### src/rtl/aes_pkg.sv
// AES-128 shared types and GF(2^8) helpers.
// Key matrices are row-major unless a name says otherwise.
package aes_pkg;

  localparam int AES128_ROUNDS = 10;
  localparam logic [7:0] RCON_INIT = 8'h01;

  typedef logic [127:0] round_key_t;

  function automatic logic [7:0] xtime(input logic [7:0] b);
    return {b[6:0], 1'b0} ^ (b[7] ? 8'h1b : 8'h00);
  endfunction

  // Swaps row-major and column-major byte order; self-inverse.
  function automatic round_key_t transpose(input round_key_t k);
    round_key_t t;
    t = '0;
    for (int r = 0; r < 4; r++) begin
      for (int c = 0; c < 4; c++) begin
        t[127-8*(4*c+r) -: 8] = k[127-8*(4*r+c) -: 8];
      end
    end
    return t;
  endfunction

  function automatic logic [7:0] gf_mul(
    input logic [7:0] a,
    input logic [7:0] b
  );
    logic [7:0] p;
    logic [7:0] x;
    p = 8'h00;
    x = a;
    for (int i = 0; i < 8; i++) begin
      if (b[i]) p = p ^ x;
      x = xtime(x);
    end
    return p;
  endfunction

  // Inverse as a^254, then the affine map.
  function automatic logic [7:0] sbox(input logic [7:0] a);
    logic [7:0] sq;
    logic [7:0] v;
    sq = a;
    v  = 8'h01;
    for (int i = 1; i < 8; i++) begin
      sq = gf_mul(sq, sq);
      v  = gf_mul(v, sq);
    end
    return v ^ {v[6:0], v[7]} ^ {v[5:0], v[7:6]}
             ^ {v[4:0], v[7:5]} ^ {v[3:0], v[7:4]} ^ 8'h63;
  endfunction

endpackage

### src/rtl/key_schedule_if.sv
// Key-load and round-key read bundle between host,
// key schedule and the cipher datapath.
interface key_schedule_if;
  import aes_pkg::*;

  logic       start_in;
  round_key_t key_in;
  logic       ready_out;
  logic       done_out;
  logic       keys_valid_out;
  logic [3:0] rk_addr_in;
  round_key_t rk_data_out;

  modport master (
    output start_in, key_in, rk_addr_in,
    input  ready_out, done_out, keys_valid_out, rk_data_out
  );

  modport slave (
    input  start_in, key_in, rk_addr_in,
    output ready_out, done_out, keys_valid_out, rk_data_out
  );

endinterface

### src/rtl/key_expansion.sv
// One AES-128 key expansion round, sub-word through a
// single shared S-box one byte per cycle.
module key_expansion
  import aes_pkg::*;
(
  input  logic        clk_in,
  input  logic        rst_in,
  input  logic        new_key_in,
  input  round_key_t  key_in,
  input  logic [31:0] rcon_in,
  output logic        valid_out,
  output round_key_t  expanded_key_out
);

  localparam logic [1:0] KEY_WAIT = 2'd0;
  localparam logic [1:0] SUB      = 2'd1;
  localparam logic [1:0] MIX      = 2'd2;

  logic [1:0]  state;
  logic [1:0]  idx;
  round_key_t  cols;
  round_key_t  kc;
  logic [31:0] rot;
  logic [31:0] sub;
  logic [31:0] rcon;
  logic [31:0] t;
  logic [31:0] n0, n1, n2, n3;

  always_comb begin
    kc = transpose(key_in);
    t  = sub ^ rcon;
    n0 = cols[127:96] ^ t;
    n1 = n0 ^ cols[95:64];
    n2 = n1 ^ cols[63:32];
    n3 = n2 ^ cols[31:0];
  end

  always_ff @(posedge clk_in) begin
    if (rst_in) begin
      state            <= KEY_WAIT;
      idx              <= 2'd0;
      cols             <= '0;
      rot              <= '0;
      sub              <= '0;
      rcon             <= '0;
      valid_out        <= 1'b0;
      expanded_key_out <= '0;
    end else begin
      valid_out <= 1'b0;
      unique case (1'b1)
        (state == KEY_WAIT): begin
          if (new_key_in) begin
            cols  <= kc;
            rot   <= {kc[23:0], kc[31:24]};
            rcon  <= rcon_in;
            idx   <= 2'd0;
            state <= SUB;
          end
        end
        (state == SUB): begin
          sub <= {sub[23:0], sbox(rot[31:24])};
          rot <= {rot[23:0], 8'h00};
          idx <= idx + 2'd1;
          if (idx == 2'd3) state <= MIX;
        end
        (state == MIX): begin
          expanded_key_out <= transpose({n0, n1, n2, n3});
          valid_out        <= 1'b1;
          state            <= KEY_WAIT;
        end
        default: state <= KEY_WAIT;
      endcase
    end
  end

endmodule

### src/rtl/key_schedule.sv
// Iterates key_expansion to build and hold the full
// AES-128 schedule, readable by round index.
module key_schedule
  import aes_pkg::*;
#(
  parameter int NUM_ROUNDS = AES128_ROUNDS
) (
  input logic          clk_in,
  input logic          rst_in,
  key_schedule_if.slave bus
);

  localparam logic [1:0] IDLE     = 2'd0;
  localparam logic [1:0] ISSUE    = 2'd1;
  localparam logic [1:0] WAIT_EXP = 2'd2;
  localparam logic [3:0] LAST     = 4'(NUM_ROUNDS);

  logic [1:0] state;
  logic [3:0] round;
  logic [7:0] rc;
  round_key_t cur_key;
  logic       done;
  logic       keys_valid;
  round_key_t rk_data;
  logic       new_key;
  logic       exp_valid;
  round_key_t exp_key;
  logic       load;
  logic       store;

  round_key_t rf [NUM_ROUNDS+1];

  assign new_key = (state == ISSUE);
  assign load    = (state == IDLE) && bus.start_in;
  assign store   = (state == WAIT_EXP) && exp_valid;

  assign bus.ready_out      = (state == IDLE);
  assign bus.done_out       = done;
  assign bus.keys_valid_out = keys_valid;
  assign bus.rk_data_out    = rk_data;

  key_expansion u_exp (
    .clk_in           (clk_in),
    .rst_in           (rst_in),
    .new_key_in       (new_key),
    .key_in           (cur_key),
    .rcon_in          ({rc, 24'h0}),
    .valid_out        (exp_valid),
    .expanded_key_out (exp_key)
  );

  always_ff @(posedge clk_in) begin
    if (rst_in) begin
      state      <= IDLE;
      round      <= 4'd0;
      rc         <= RCON_INIT;
      cur_key    <= '0;
      done       <= 1'b0;
      keys_valid <= 1'b0;
      rk_data    <= '0;
    end else begin
      done    <= 1'b0;
      rk_data <= (bus.rk_addr_in <= LAST) ?
                 rf[bus.rk_addr_in] : '0;
      unique case (1'b1)
        (state == IDLE): begin
          if (bus.start_in) begin
            cur_key    <= bus.key_in;
            rc         <= RCON_INIT;
            round      <= 4'd1;
            keys_valid <= 1'b0;
            state      <= ISSUE;
          end
        end
        (state == ISSUE): state <= WAIT_EXP;
        (state == WAIT_EXP): begin
          if (exp_valid) begin
            cur_key <= exp_key;
            rc      <= xtime(rc);
            if (round == LAST) begin
              done       <= 1'b1;
              keys_valid <= 1'b1;
              state      <= IDLE;
            end else begin
              round <= round + 4'd1;
              state <= ISSUE;
            end
          end
        end
        default: state <= IDLE;
      endcase
    end
  end

  // Storage is deliberately not reset; readers gate on keys_valid.
  always_ff @(posedge clk_in) begin
    if (!rst_in) begin
      if (load) rf[0] <= bus.key_in;
      else if (store) rf[round] <= exp_key;
    end
  end

endmodule

### src/flat_wrapper.sv
// flat-port wrapper written by rule: the top's interface ports become plain ports
module key_schedule_flat import aes_pkg::*;
#(
  parameter int NUM_ROUNDS = AES128_ROUNDS
)
  (clk_in, rst_in, bus_start_in, bus_key_in, bus_rk_addr_in, bus_ready_out, bus_done_out, bus_keys_valid_out, bus_rk_data_out);
  key_schedule_if bus_i ();
  input logic clk_in;
  input logic rst_in;
  input wire logic [$bits(bus_i.start_in)-1:0] bus_start_in;
  input wire logic [$bits(bus_i.key_in)-1:0] bus_key_in;
  input wire logic [$bits(bus_i.rk_addr_in)-1:0] bus_rk_addr_in;
  output wire logic [$bits(bus_i.ready_out)-1:0] bus_ready_out;
  output wire logic [$bits(bus_i.done_out)-1:0] bus_done_out;
  output wire logic [$bits(bus_i.keys_valid_out)-1:0] bus_keys_valid_out;
  output wire logic [$bits(bus_i.rk_data_out)-1:0] bus_rk_data_out;
  assign bus_i.start_in = bus_start_in;
  assign bus_i.key_in = bus_key_in;
  assign bus_i.rk_addr_in = bus_rk_addr_in;
  assign bus_ready_out = bus_i.ready_out;
  assign bus_done_out = bus_i.done_out;
  assign bus_keys_valid_out = bus_i.keys_valid_out;
  assign bus_rk_data_out = bus_i.rk_data_out;
  key_schedule #(.NUM_ROUNDS(NUM_ROUNDS)) u_core (.clk_in(clk_in), .rst_in(rst_in), .bus(bus_i));
endmodule
### config.mk
export PLATFORM = sky130hd
export DESIGN_NAME = key_schedule_flat
export DESIGN_NICKNAME = d
export VERILOG_FILES = /design/src/rtl/aes_pkg.sv /design/src/rtl/key_schedule_if.sv /design/src/rtl/key_expansion.sv /design/src/rtl/key_schedule.sv /design/src/flat_wrapper.sv
export SDC_FILE = /design/constraint.sdc
export NUM_CORES = 2
export LEC_CHECK = 0
export ABC_AREA = 1
export CORE_UTILIZATION = 31
export CTS_BUF_LIST = sky130_fd_sc_hd__clkbuf_8
export CTS_CLUSTER_SIZE = 40
export DETAILED_ROUTE_END_ITERATION = 10
export GPL_TIMING_DRIVEN = 0
export SETUP_SLACK_MARGIN = 0.1
export SYNTH_ARGS = -nofsm -noshare
export SYNTH_HDL_FRONTEND = slang
export SYNTH_SLANG_ARGS = --single-unit
### constraint.sdc
create_clock -name clk_in -period 16.04 [get_ports clk_in]
set_clock_uncertainty 0.1 [all_clocks]
set_input_delay 1.604 -clock clk_in [delete_from_list [all_inputs] [get_ports clk_in]]
set_output_delay 1.604 -clock clk_in [all_outputs]
set_load 0.02 [all_outputs]
== Word-level counts from Yosys, hierarchy flattened ==
Memory sizes are Yosys's and may differ from the RTL's. A register that Yosys moved wholly into a read port is not among the register bits.
Index checks and enable logic that the tools add are counted.

* Add/subtract/negate cells: 2
* Magnitude comparators: 1
* Equal/unequal tests: 12
* Mux-type cells: 465
* Bitwise logic cells: 203
* Reductions and logical operators: 16

{| class="wikitable"
|+ Operators by type and width
! cell !! count
|-
| 8-bit 2-to-1 mux || 331
|-
| 8-bit bitwise XOR || 96
|-
| 8-bit by 5-bit bitwise XOR with 8-bit output || 91
|-
| 5-bit 2-to-1 mux || 93
|-
| 128-bit 2-to-1 mux || 3
|-
| 128-bit case mux with 2 select lines || 1
|-
| 32-bit bitwise XOR || 5
|-
| 128-bit OR reduction || 1
|-
| 32-bit case mux with 2 select lines || 1
|-
| 32-bit 2-to-1 mux || 1
|-
| 4-bit 2-to-1 mux || 5
|-
| 8-bit case mux with 2 select lines || 1
|-
| 1-bit 2-to-1 mux || 15
|-
| 2-bit 2-to-1 mux || 6
|-
| 1-bit inverter || 10
|-
| 2-bit inequality test, second input constant || 4
|-
| 2-bit case mux with 2 select lines || 2
|-
| 4-bit case mux with 2 select lines || 1
|-
| 2-bit AND reduction || 4
|-
| 4-bit AND reduction || 2
|-
| 7-bit 2-to-1 mux || 1
|-
| 2-bit equality test, second input constant || 3
|-
| 6-bit 2-to-1 mux || 1
|-
| 2-bit case mux with 3 select lines || 1
|-
| 15 further kinds || 20
|}

* Bits in registers: 477
* RAM bits: 1,408
* Output and inout bits: 131
* Word-level logic and storage cells: 714
* Memories kept: 1

{| class="wikitable"
|+ Memory list
! memory !! depth !! width !! rd ports !! clocked after Yosys merged registers in !! write ports !! RTL line !! RTL
|-
| u_core.rf || 11 || 128 || 1 || 1 || 1 || key_schedule.sv:31 || <nowiki>round_key_t rf [NUM_ROUNDS+1];</nowiki>
|}

== Logic depth before layout (Yosys ltp) ==
* Depth after elaboration: 253
* Mapped depth: 130

== By module ==
A second synthesis with hierarchy kept.

* Cell total of the unflattened synthesis: 12,404
* Area total of the unflattened synthesis: 102,736.0 µm²

{| class="wikitable"
|+ Modules (own cells, without submodules)
! module !! instances !! cells each !! area each (µm²) !! sequential area each (µm²)
|-
| key_schedule || 1 || 6,534 || 68,513.2 || 47,725.8
|-
| key_expansion || 1 || 5,870 || 34,222.8 || 7,146.9
|}

== Worst setup path after synthesis ==
No wires, ideal clock.

* Path type: in2reg
* Start: input port rst_in
* End: memory u_core.rf[8][0] in the netlist's numbering (enable)
* Arrival time: 11,435 ps
* Data required time: 15,167 ps
* Setup slack: 3,733 ps
* Stages on the path: 7
* Path buffers: 4
* Path through: clkbuf_1 nor2_1 inv_1 clkbuf_1 clkbuf_1 clkbuf_1 nor3_1

* Cells in the longest elaborated chain, start to end: 4
* Elaborated cells between the ends (all ways): 7

{| class="wikitable"
|+ Ends and longest elaborated chain
! item !! RTL line !! RTL
|-
| from (decl) || flat_wrapper.sv:9 || <nowiki>input logic rst_in;</nowiki>
|-
| 1-bit 2-to-1 mux || key_schedule.sv:97 || <nowiki>if (!rst_in) begin</nowiki>
|-
| 1-bit 2-to-1 mux (not written as such) || key_schedule.sv:99 || <nowiki>else if (store) rf[round] <= exp_key;</nowiki>
|-
| 128-bit OR reduction (no line) || n/a ||
|-
| 4-bit 2-to-1 mux (no line) or 1-bit 2-to-1 mux (tied branches) || n/a ||
|-
| to (decl) || key_schedule.sv:31 ||
|}

Several ways; a longest one is shown, not always the timed one.

== Final worst setup path ==
* Start: register u_core.u_exp.rot[31]
* End: register u_core.u_exp.sub[3]

* Cells in the longest elaborated chain, start to end: 251
* Elaborated cells between the ends (all ways): 609

{| class="wikitable"
|+ Ends and longest elaborated chain
! item !! RTL line !! RTL
|-
| from (decl) || key_expansion.sv:23 || <nowiki>logic [31:0] rot;</nowiki>
|-
| from (signal assigned) || key_expansion.sv:54 || <nowiki>rot <= {kc[23:0], kc[31:24]};</nowiki>
|-
| from (signal assigned) || key_expansion.sv:62 || <nowiki>rot <= {rot[23:0], 8'h00};</nowiki>
|-
| 5-bit 2-to-1 mux or 8-bit 2-to-1 mux (tied branches) || aes_pkg.sv:11, aes_pkg.sv:35 ||
|-
| 8-bit by 5-bit bitwise XOR with 8-bit output or 8-bit 2-to-1 mux (tied branches) || aes_pkg.sv:11, key_expansion.sv:50 ||
|-
| 8-bit bitwise XOR or 8-bit 2-to-1 mux (tied branches) || aes_pkg.sv:35, key_expansion.sv:39 ||
|-
| 8-bit 2-to-1 mux or 8-bit bitwise XOR (tied branches) || aes_pkg.sv:35 || <nowiki>if (b[i]) p = p ^ x;</nowiki>
|-
| 8-bit 2-to-1 mux, on equally long branches || key_expansion.sv:50, aes_pkg.sv:35 ||
|-
| 8-bit 2-to-1 mux, on equally long branches || key_expansion.sv:39, key_expansion.sv:50 ||
|-
| 8-bit bitwise XOR or 8-bit 2-to-1 mux (tied branches) || aes_pkg.sv:35, key_expansion.sv:39 ||
|-
| 8-bit 2-to-1 mux or 8-bit bitwise XOR (tied branches) || aes_pkg.sv:35 ||
|-
| (+234 left out) || n/a ||
|-
| 8-bit 2-to-1 mux || key_expansion.sv:39 || <nowiki>if (rst_in) begin</nowiki>
|-
| 8-bit bitwise XOR || aes_pkg.sv:35 ||
|-
| 8-bit 2-to-1 mux * || aes_pkg.sv:35 ||
|-
| 8-bit 2-to-1 mux * || key_expansion.sv:50 || <nowiki>unique case (1'b1)</nowiki>
|-
| 8-bit 2-to-1 mux * || key_expansion.sv:39 ||
|-
| 8-bit bitwise XOR (2 in a row) || aes_pkg.sv:51 || <nowiki>return v ^ {v[6:0], v[7]} ^ {v[5:0], v[7:6]}</nowiki>
|-
| 8-bit bitwise XOR || aes_pkg.sv:52 || <nowiki>^ {v[4:0], v[7:5]} ^ {v[3:0], v[7:4]} ^ 8'h63;</nowiki>
|-
| 8-bit bitwise XOR * || aes_pkg.sv:52 ||
|-
| to (signal assigned) || key_expansion.sv:61 || <nowiki>sub <= {sub[23:0], sbox(rot[31:24])};</nowiki>
|-
| to (decl) || key_expansion.sv:24 || <nowiki>logic [31:0] sub;</nowiki>
|}

Mark *: on every way between the ends. The rest lies on a longest branch, timed or not. The select of a mux whose other input is x is not followed.
A chain may end at the register's enable or synchronous reset.

==> results.json <==
{
  "status": "finished, violations left",
  "violations": "capacitance limit, slew limit",
  "rsz0062_at_grt": "no",
  "globalplace.congestion": 0.917,
  "synth_common_cells": "nand2_1 (2,841), edfxtp_1 (1,408), o21ai_0 (1,029)",
  "fin_area_mm2": 0.112,
  "start_kind": "flip-flop",
  "path_clk_slew_ns": 0.07,
  "core-area_mm2": 0.310,
  "port_buffers": 263,
  "clock_latency_ns": 1.02,
  "dp.cells": 15438,
  "yosysUniqueCellTypes": 49,
  "wl_per_cell_um": 20.5,
  "fp.dieH_um": 561,
  "ys_warn_count": 0,
  "overflow": 0,
  "layout-drive-gt1-share_pct": 8.70,
  "cts_buffers": 306,
  "fin_util_pct": 36.1,
  "cts_max_level": 5,
  "dpl.hpwl_um": 246000,
  "die_width_um": 561,
  "start_util_pct": 31.2,
  "drtAntennaViolNets": 0,
  "ys_ff_latch": 2013,
  "rows": 204,
  "io_pins": 266,
  "finalSetupViolations": 0,
  "drc_errors": 0,
  "cp_max_fo": 10,
  "die-area_mm2": 0.315,
  "grt_pass1_wl_um": 480000,
  "stdcell_count": 15975,
  "max_freq_mhz": 69.0,
  "crit_path_frequent_cell": "nand2_1",
  "syn_area_per_cell_um2": 8.86,
  "critical_path_class": "reg -> reg",
  "cp_data_arrival_time_ns": 15.31,
  "maxCapViolations": 1,
  "synth_fp_nets": 11080,
  "synth_top_area_cell": "edfxtp_1",
  "vias_per_cell": 5.09,
  "synth_top_cells_by_area": "edfxtp_1 (44%), dfxtp_1 (13%), nand2_1 (11%)",
  "tightestPinTransition_ns": 1.51,
  "min_period_ns": 14.50,
  "synth_top_area_share_pct": 43.7,
  "finalCritPeriodShare_pct": 90.4,
  "grt_pass1_vias": 74948,
  "postCtsSetupRepairBufs": 0,
  "drtIter0Drc": 9021,
  "syn2layout_area_growth_pct": 15.7,
  "drt-pass1-iter-count": 9,
  "finalMaxSlewViolations": 10,
  "synth_edf_count": 1408,
  "cts.sinks": 2013,
  "final_hold_viol_count": 0,
  "root_buffer": "clkbuf_8",
  "crit_required_ns": 16.85,
  "slowest_stage": "ha_1",
  "gr-usage-all-layers_pct": 20.1,
  "clock_path_buffers": 4,
  "yosysSeqAreaShare_pct": 56.2,
  "dr_total_vias": 81311,
  "syn_inst": 10935,
  "num-nets-final": 11772,
  "drt-total-wl_um": 327000,
  "antenna_found_initial": 42,
  "hold_class": "reg -> reg",
  "placed_area_mm2": 0.106,
  "cts_tree": "built",
  "slew_headroom_pct": -0.389,
  "async_flop_share_pct": 0,
  "synth.most_common_cell": "nand2_1",
  "hold_ws_ns": 0.352,
  "end_kind": "flip-flop",
  "synthesis.area_mm2": 0.0968,
  "slowest_delay_ns": 0.42,
  "grt_max_degree": 31,
  "synth_ff_type": "edfxtp_1"
}
==> state kept, by name, indices dropped and copies added (netlist names), 2 cells and up <==
signal and count:
u_core.bus.rk_data_out 128, u_core.cur_key 128, u_core.rc 8, u_core.rf 1408, u_core.round 4, u_core.state 2
u_core.u_exp.cols 128, u_core.u_exp.expanded_key_out 128, u_core.u_exp.idx 2, u_core.u_exp.rcon 8, u_core.u_exp.rot 32, u_core.u_exp.state 2
u_core.u_exp.sub 32
==> metal layers <==
metal / share of wire (%) / vias up / routed length, um / global-route usage [%]
met2: 47 / 3315 / 152000 / 33.1
met4: 5.1 / 0 / 16600 / 10.1
met5: 0 / - / 0 / 0
li1: - / 38791 / - / -
met3: 7.0 / 609 / 22800 / 2.10
met1: 41 / 38596 / 136000 / 26.2
==> cell type report <==
| cell class | count | area, um^2 |
|---|---|---|
| multi-input cells | 7546 | 36800 |
| clock inverters | 189 | 950 |
| clock buffers | 332 | 4570 |
| diodes | 15 | 37.5 |
| well taps | 4120 | 5150 |
| flip-flops and latches | 2013 | 54400 |
| fillers | 31450 | 198000 |
| plain buffers | 622 | 2910 |
| inverters | 754 | 2860 |
| repair buffers | 384 | 4340 |
==> path summary, 6_finish.rpt <==
| path | start | endpoint | slack [ns] | depth (start not counted) |
|---|---|---|---|---|
| max | u_core.u_exp.rot[31]$_SDFFE_PP0P_ | u_core.u_exp.sub[3]$_SDFFE_PP0P_ | 1.54 | 97 |
| min | u_core.u_exp.expanded_key_out[43]$_SDFFE_PP0P_ | u_core.cur_key[43]$_SDFFE_PP0P_ | 0.35 | 2 |
| max reg2reg | u_core.u_exp.rot[31]$_SDFFE_PP0P_ | u_core.u_exp.sub[3]$_SDFFE_PP0P_ | 1.54 | 97 |
| min reg2reg | u_core.u_exp.expanded_key_out[43]$_SDFFE_PP0P_ | u_core.cur_key[43]$_SDFFE_PP0P_ | 0.35 | 2 |
==> cells by family (layout without fill, tap and decap cells) <==
logic type / count (synthesis) / after routing / synth area share, %
compound gates: 1977 / 1977 / 11.8
xor+xnor: 281 / 281 / 2.69
other cells: 0 / 15 / 0
fa+ha+maj: 10 / 10 / 0.129
simple gates: 5278 / 5278 / 23.3
buf+inv: 1376 / 2281 / 5.93
flops: 2013 / 2013 / 56.2
==> per-stage QoR <==
stage	worst slack, ns	TNS (ns)
6_report	1.54	0
3_5_place_dp	1.40	0
2_1_floorplan	3.73	0
5_1_grt	0.143	0
3_3_place_gp	-7.68	-1546.07
4_1_cts	1.30	0
==> repair_timing <==
action                     in CTS  in global routing
gates resized for setup         0                  4
setup endpoints to repair       0                  8
hold buffers                    0                  0
==> critical path: cells and delay by family, from the launching register on <==
kind | cells | cell delay (ns)
simple gates | 61 | 6.74
buf+inv | 21 | 3.19
fa+ha+maj | 6 | 1.98
xor+xnor | 7 | 1.62
flops | 1 | 0.41
compound gates | 2 | 0.28
==> cells in the final DEF (no fill, tap or decap), types with 44 or more instances in the layout <==
| master | synthesis | routed |
|---|---|---|
| o221ai_1 | 256 | 256 |
| clkdlybuf4s50_1 | 0 | 263 |
| a21oi_1 | 347 | 346 |
| nor2_1 | 1003 | 995 |
| edfxtp_1 | 1408 | 1408 |
| nand4_1 | 73 | 73 |
| o21ai_1 | 30 | 102 |
| inv_2 | 88 | 89 |
| nand2_2 | 178 | 178 |
| clkbuf_8 | 2 | 334 |
| o21ai_0 | 1029 | 957 |
| dfxtp_1 | 605 | 605 |
| a31oi_1 | 153 | 153 |
| clkbuf_1 | 474 | 452 |
| nand3b_1 | 61 | 61 |
| o211ai_1 | 136 | 136 |
| inv_1 | 644 | 736 |
| buf_12 | 1 | 44 |
| xnor2_1 | 97 | 97 |
| buf_6 | 38 | 74 |
| xor2_1 | 170 | 169 |
| buf_4 | 35 | 63 |
| nand3_1 | 1027 | 1027 |
| clkinv_1 | 13 | 55 |
| nand2_1 | 2841 | 2841 |
Power is left out: the tool's default activity adds up to more than one toggle a clock period on the data nets, which glitch-free logic cannot reach.
